--- src/rtl/uart_rx.sv ---
// 16x-oversampling UART receiver: majority-vote bit sampling, parity and
// framing checks, and a single-word valid/ready holding register.
module uart_rx #(
    parameter int DATA_BITS   = 8,
    parameter int BAUD_RATE   = 9600,
    parameter int SYS_CLK     = 100_000_000,
    parameter int STOP_BITS   = 1,
    parameter int HAS_PARITY  = 1,
    parameter int PARITY_EVEN = 1
) (
    input  logic                 clk,
    input  logic                 reset,
    input  logic                 sig,
    output logic [DATA_BITS-1:0] data,
    output logic                 valid,
    input  logic                 ready,
    output logic                 parity_err,
    output logic                 frame_err,
    output logic                 overrun
);
    localparam int DIV = (SYS_CLK + BAUD_RATE * 8) / (BAUD_RATE * 16);
    localparam int CW  = (DIV > 1) ? $clog2(DIV) : 1;
    localparam logic [CW-1:0] DIV_LAST  = CW'(DIV - 1);
    localparam logic [3:0]    DATA_LAST = 4'(DATA_BITS - 1);
    localparam logic [3:0]    STOP_LAST = 4'(STOP_BITS - 1);

    typedef enum logic [2:0] {S_IDLE, S_START, S_DATA, S_PARITY, S_STOP} state_t;

    logic                 sync1_q, sync2_q, prev_q;
    state_t               state_q, state_d;
    logic [CW-1:0]        div_q, div_d;
    logic [3:0]           tcnt_q, tcnt_d;
    logic [3:0]           bcnt_q, bcnt_d;
    logic [1:0]           smp_q, smp_d;
    logic [DATA_BITS-1:0] shift_q, shift_d;
    logic                 perr_q, perr_d, ferr_q, ferr_d, done_q, done_d;
    logic [DATA_BITS-1:0] data_q, data_d;
    logic                 valid_q, valid_d, pe_out_q, pe_out_d, fe_out_q, fe_out_d;
    logic                 ovr_q, ovr_d;

    logic tick, fall, maj, bit_mid, bit_end, exp_par;

    always_comb begin
        tick    = (div_q == DIV_LAST);
        fall    = prev_q & ~sync2_q;
        // Samples from ticks 7 and 8 are stored; tick 9 uses the live sample.
        maj     = (smp_q[0] & smp_q[1]) | (smp_q[0] & sync2_q) | (smp_q[1] & sync2_q);
        bit_mid = tick && (tcnt_q == 4'd9);
        bit_end = tick && (tcnt_q == 4'd15);
        exp_par = (PARITY_EVEN != 0) ? ^shift_q : ~^shift_q;

        state_d = state_q;
        div_d   = tick ? '0 : div_q + 1'b1;
        tcnt_d  = tcnt_q;
        bcnt_d  = bcnt_q;
        smp_d   = smp_q;
        shift_d = shift_q;
        perr_d  = perr_q;
        ferr_d  = ferr_q;
        done_d  = 1'b0;

        if (tick) begin
            tcnt_d = tcnt_q + 4'd1;
            if (tcnt_q == 4'd7) smp_d[0] = sync2_q;
            if (tcnt_q == 4'd8) smp_d[1] = sync2_q;
        end

        case (state_q)
            S_IDLE: begin
                if (fall) begin
                    state_d = S_START;
                    div_d   = '0;
                    tcnt_d  = '0;
                    bcnt_d  = '0;
                    perr_d  = 1'b0;
                    ferr_d  = 1'b0;
                end
            end
            S_START: begin
                if (bit_mid && maj)  state_d = S_IDLE;
                else if (bit_end)    state_d = S_DATA;
            end
            S_DATA: begin
                if (bit_mid) shift_d = {maj, shift_q[DATA_BITS-1:1]};
                if (bit_end) begin
                    if (bcnt_q == DATA_LAST) begin
                        bcnt_d  = '0;
                        state_d = (HAS_PARITY != 0) ? S_PARITY : S_STOP;
                    end else begin
                        bcnt_d = bcnt_q + 4'd1;
                    end
                end
            end
            S_PARITY: begin
                if (bit_mid && (maj != exp_par)) perr_d = 1'b1;
                if (bit_end) state_d = S_STOP;
            end
            S_STOP: begin
                if (bit_mid) begin
                    if (!maj) ferr_d = 1'b1;
                    // Leave at mid-bit of the last stop bit to catch a back-to-back start edge.
                    if (bcnt_q == STOP_LAST) begin
                        state_d = S_IDLE;
                        done_d  = 1'b1;
                    end
                end
                if (bit_end) bcnt_d = bcnt_q + 4'd1;
            end
            default: state_d = S_IDLE;
        endcase

        data_d   = data_q;
        valid_d  = valid_q;
        pe_out_d = pe_out_q;
        fe_out_d = fe_out_q;
        ovr_d    = 1'b0;
        if (valid_q && ready) valid_d = 1'b0;
        if (done_q) begin
            if (!valid_q || ready) begin
                data_d   = shift_q;
                pe_out_d = perr_q;
                fe_out_d = ferr_q;
                valid_d  = 1'b1;
            end else begin
                ovr_d = 1'b1;
            end
        end
    end

    always_ff @(posedge clk or posedge reset) begin
        if (reset) begin
            sync1_q  <= 1'b1;
            sync2_q  <= 1'b1;
            prev_q   <= 1'b1;
            state_q  <= S_IDLE;
            div_q    <= '0;
            tcnt_q   <= '0;
            bcnt_q   <= '0;
            smp_q    <= '0;
            shift_q  <= '0;
            perr_q   <= 1'b0;
            ferr_q   <= 1'b0;
            done_q   <= 1'b0;
            data_q   <= '0;
            valid_q  <= 1'b0;
            pe_out_q <= 1'b0;
            fe_out_q <= 1'b0;
            ovr_q    <= 1'b0;
        end else begin
            sync1_q  <= sig;
            sync2_q  <= sync1_q;
            prev_q   <= sync2_q;
            state_q  <= state_d;
            div_q    <= div_d;
            tcnt_q   <= tcnt_d;
            bcnt_q   <= bcnt_d;
            smp_q    <= smp_d;
            shift_q  <= shift_d;
            perr_q   <= perr_d;
            ferr_q   <= ferr_d;
            done_q   <= done_d;
            data_q   <= data_d;
            valid_q  <= valid_d;
            pe_out_q <= pe_out_d;
            fe_out_q <= fe_out_d;
            ovr_q    <= ovr_d;
        end
    end

    assign data       = data_q;
    assign valid      = valid_q;
    assign parity_err = pe_out_q;
    assign frame_err  = fe_out_q;
    assign overrun    = ovr_q;
endmodule
--- config.mk ---
export PLATFORM = sky130hd
export DESIGN_NAME = uart_rx
export DESIGN_NICKNAME = d
export VERILOG_FILES = /design/src/rtl/uart_rx.sv
export SDC_FILE = /design/constraint.sdc
export NUM_CORES = 1
export LEC_CHECK = 0
export ABC_AREA = 1
export CORE_MARGIN = 4
export CORE_UTILIZATION = 50
export DETAILED_ROUTE_END_ITERATION = 6
export PLACE_DENSITY = 0.69
export SETUP_SLACK_MARGIN = 0.3
export SLEW_MARGIN = 15
export SYNTH_ARGS = -nofsm -noshare
export SYNTH_HDL_FRONTEND = slang
export SYNTH_SLANG_ARGS = --single-unit
--- constraint.sdc ---
create_clock -name clk -period 3.4 [get_ports clk]
set_clock_uncertainty 0.05 [all_clocks]
set_input_delay 0.34 -clock clk [delete_from_list [all_inputs] [get_ports clk]]
set_output_delay 0.34 -clock clk [all_outputs]
set_load 0.03 [all_outputs]
---- Word-level counts from Yosys, hierarchy flattened ----
Index checks and enable logic that the tools add are counted.
storage, ports and cells
  register bits after elaboration ......... 49
  latch bits .............................. 0
  bits in writable memories ............... 0
  memory bits (read-only) ................. 0
  input bits .............................. 4
  output and inout port bits .............. 12
  word-level logic and storage cells ...... 104
  memories kept ........................... 0
operators by class
  add/subtract/negate cells ............... 3
  multiply operators ...................... 0
  divide/modulo/power cells ............... 0
  $lt $le $gt $ge ......................... 0
  eq/ne operators ......................... 21
  shifts and indexed selects .............. 0
  mux-type cells .......................... 34
  bitwise operators ....................... 7
  reductions and logical operators ........ 21
operators by type and width
  operator               number
  $mux 10                3
  $mux 4                 7
  $mux 3                 8
  $ne 2x2->1 const B     9
  $pmux 3 s5             1
  $eq 4x4->1 const B     3
  $mux 1                 12
  $pmux 4 s3             1
  $add 10x1->10 const B  1
  $eq 10x10->1 const B   1
  $add 4x1->4 const B    2
  $eq 4x3->1 const B     2
  $reduce_and 2->1       4
  $reduce_and 4->1       2
  $reduce_xor 8->1       1
  $reduce_and 7->1       1
  $eq 3x2->1 const B     2
  $logic_and 1x1->1      5
  $and 1x1->1            4
  $logic_not 4->1        1
  $pmux 1 s2             2
  $reduce_bool 2->1      2
  $eq 3x1->1 const B     1
  $eq 3x3->1 const B     1
  other kinds (9)        10

---- Longest topological paths before layout ----
  word-level depth ........................ 7
  gate-level depth with buffers ........... 11
  depth with buffers taken out ............ 11

---- Worst setup path before layout ----
No wires, ideal clock.
  path kind ............................... register -> register
  start point ............................. register div_q[0]
  end point ............................... register shift_q[1]
  setup time .............................. 117 ps
  arrival time ............................ 1429 ps
  data required time ...................... 3233 ps
  setup slack ............................. 1804 ps
  stages on the path, launching flop included .. 11
  buffers on the path ..................... 1
  period minus slack after synthesis ...... 1596 ps
  cells stage by stage .................... dfrtp_1 -> inv_1 -> ha_1 -> nand2_1 -> nor2_4 -> nand2_2 -> nor2_4 -> nand3_4 -> buf_6 -> nand2_1 -> o21ai_2
on the way
  cells in the longest elaborated chain, start to end .. 3
RTL lines
  what                        RTL line  source
  start: declaration          31        logic [CW-1:0] div_q, div_d;
  start signal: assignment    154       div_q <= div_d;
  $eq 10x10->1                44        tick = (div_q == DIV_LAST);
  $logic_and 1x1->1           48        bit_mid = tick && (tcnt_q == 4'd9);
  $reduce_and 2->1 (no line)  --
  end signal: assignment      158       shift_q <= shift_d;
  end: declaration            35        logic [DATA_BITS-1:0] shift_q, shift_d;
No other way between the ends.
A chain may end at the register's enable or synchronous reset.

---- Worst setup path in the final report ----
Ends and elaborated chain as after synthesis.

==> metrics.csv <==
metric,value,unit
status,finished clean,
track_usage,0.152,
top_layer,met4,
die_w,79.9,um
seq_area,1230,um2
synth_top_area_share,0.445,
p_int,1.06,mW
finalSetupViolations,0,
cts_tree,yes,
dp_hpwl,3120,um
grt_start_max_net_pins,50,
cap_violations,0,
cp_max_fo,16,
wirelength,4220,um
ctsResizeCount,0,
yosysTopAreaCell,dfrtp_1,
fin_crit_sh,0.523,
fin_area,2920,um2
drtIter0Drc,62,
endpoint_kind,flip-flop,
nets,321,
drcViolationCount,0,
ios,16,
cts_sinks,49,
wl_per_cell,11.2,um
cts_buffer_depth,2,
fillCellCount,455,
place_area,2810,um2
fp.dieH,79.9,um
areaGrowthSynthToFinish,13.0,%
die-area,6390,um2
antenna_found_initial,0,
synthesis.area,2590,um2
worst-setup-path-type,reg -> reg,
syn-num-nets,301,
ys_seq_area_frac,0.476,
fin_total_pwr,1.60,mW
drt-vias-per-instance,4.84,
grt_pass1_vias,1800,
cts_buffers,5,
power_density,547,nW/um2
max_freq,563,MHz
multi_input_comb_area,1210,um2
rows,25,
mostFrequentLayoutCell,nand2_1,
grt_pass1_wl,7760,um
path_clk_slew,0.08,ns
sw_frac_of_total,0.340,
gr-total-overflow,0,
layout_common_cells,"69 x nand2_1, 46 x dfrtp_1, 28 x nor2_1",
worstPathArrival,1.91,ns
clock-root-buffer,clkbuf_8,
ir_drop,0.000436,V
p_sw,544,uW
met1_length,2010,um
holdBufCountCts,0,
cp.required,3.53,ns
p_comb_frac,0.287,
antenna_cells,0,
drive_gt1_frac,0.183,
slew_headroom,0.341,
vias,1831,
initial_core_util,0.530,
htree_levels,2,
dr_wl_met2,2080,um
drt-pass1-iter-count,4,
place_ws,1.59,ns
dr_wl_met3,120,um
post_cts_buffers,0,
power_frac_seq,0.450,
ys.warnings.count,0,
syn_inst,290,
fp.coreArea,4880,um2
synth.avg_cell_area,8.92,um2
max_slew.worst_pin.slew,0.987,ns
cp-start-kind,flip-flop,
synth.distinct_cells,35,
clk_latency,0.29,ns
hold_violations,0,
gp_congestion,0.805,
rsz0062_at_grt,false,
hold_class,reg -> reg,
setup_ws,1.62,ns
clkPwrFrac,0.262,
drv_slew,0,
ant_nets,0,
ys_ff_latch,49,
leakagePower,1.36,nW
tns,0,ns
timing.final.crit_period,1.78,ns
synth.top_cells.by_area,"dfrtp_1 45%, nand2_1 10%, inv_1 4.1%",
numPortBuffers,15,
-- registers in the layout (all words and copies together), names as in the netlist, 2 cells and up --
name,flops
bcnt_q,4
state_q,3
div_q,10
data,8
tcnt_q,4
smp_q,2
shift_q,8
-- per-layer routing --
metal  GRT usage  vias to the layer above
met2       0.274                       18
met5           0                        -
met1       0.179                      843
met3      0.0339                        2
li1            -                      968
met4      0.0456                        0
-- cells in the mapped netlist --
master / instances
nor3_1: 8
nand4_2: 1
inv_1: 28
nand2_4: 1
nand3b_4: 1
nor3b_1: 2
o21ai_4: 1
nand2_1: 69
buf_6: 1
o211ai_1: 1
xnor2_1: 6
o21ai_0: 14
nor2_2: 3
ha_1: 7
nand3_4: 1
o31ai_1: 1
a21oi_1: 5
dfstp_2: 3
and2_1: 1
xor2_1: 6
dfrtp_1: 46
o21a_1: 1
nand3_1: 13
clkbuf_1: 1
a21boi_4: 1
nor3_2: 2
mux2_2: 3
nand2_2: 5
nor2_4: 6
inv_2: 8
a211oi_1: 1
o21ai_2: 12
nor4_2: 1
nand4_1: 2
nor2_1: 28
-- kinds of logic (layout without fill, tap and decap cells) --
kind of cell	count (synthesis)	after routing	synth area share
AND/OR/NAND/NOR	144	144	0.276
flip-flops	49	49	0.476
buffers and inverters	38	59	0.0581
AO/OA/AOI/OAI	37	37	0.103
XOR/XNOR	12	12	0.0406
adder cells (fa/ha/maj)	7	7	0.0339
multiplexers	3	3	0.0131
-- final timing paths --
path                                from          to  slack [ns]  cells past startpoint
worst max register to register  div_q[0]  shift_q[1]        1.62                      9
min in group asynchronous          reset     data[7]        0.54                      2
worst min-delay path             sync1_q     sync2_q        0.31                      0
max in group asynchronous          reset   tcnt_q[3]        2.15                      2
worst min register to register   sync1_q     sync2_q        0.31                      0
worst max-delay path            div_q[0]  shift_q[1]        1.62                      9
-- area by class of cell --
class,count,share of cell area
sequential,49,0.421
multi-input combinational,203,0.413
timing repair buffer,15,0.0514
inverter,36,0.0463
clock buffer,7,0.0296
tap,67,0.0287
clock inverter,1,0.0103
-- power by group through the flow --
stage | clock (mW) | sequential, mW | combinational [mW]
floorplan | 0 | 0.716 | 0.393
global placement | 0 | 0.732 | 0.453
detailed placement | 0 | 0.731 | 0.465
CTS | 0.439 | 0.720 | 0.467
global route | 0.459 | 0.732 | 0.532
finish | 0.419 | 0.720 | 0.460
-- stage by stage --
step | std cells | util | hold WS (ns)
6_report | 378 | 0.599 | 0.308
2_1_floorplan | 290 | - | 0.294
3_3_place_gp | 370 | 0.575 | 0.296
3_5_place_dp | 370 | 0.575 | 0.297
5_1_grt | 378 | 0.599 | 0.319
4_1_cts | 378 | 0.599 | 0.310
-- critical path: stages (launching register included) --
cell	delay (ns)
dfrtp_1	0.43
inv_1	0.09
ha_1	0.17
nand2_1	0.10
nor2_4	0.14
nand2_2	0.10
nor2_4	0.17
nand3_4	0.22
nand2_1	0.15
o21ai_2	0.06
Power figures use the tool's default switching activity.
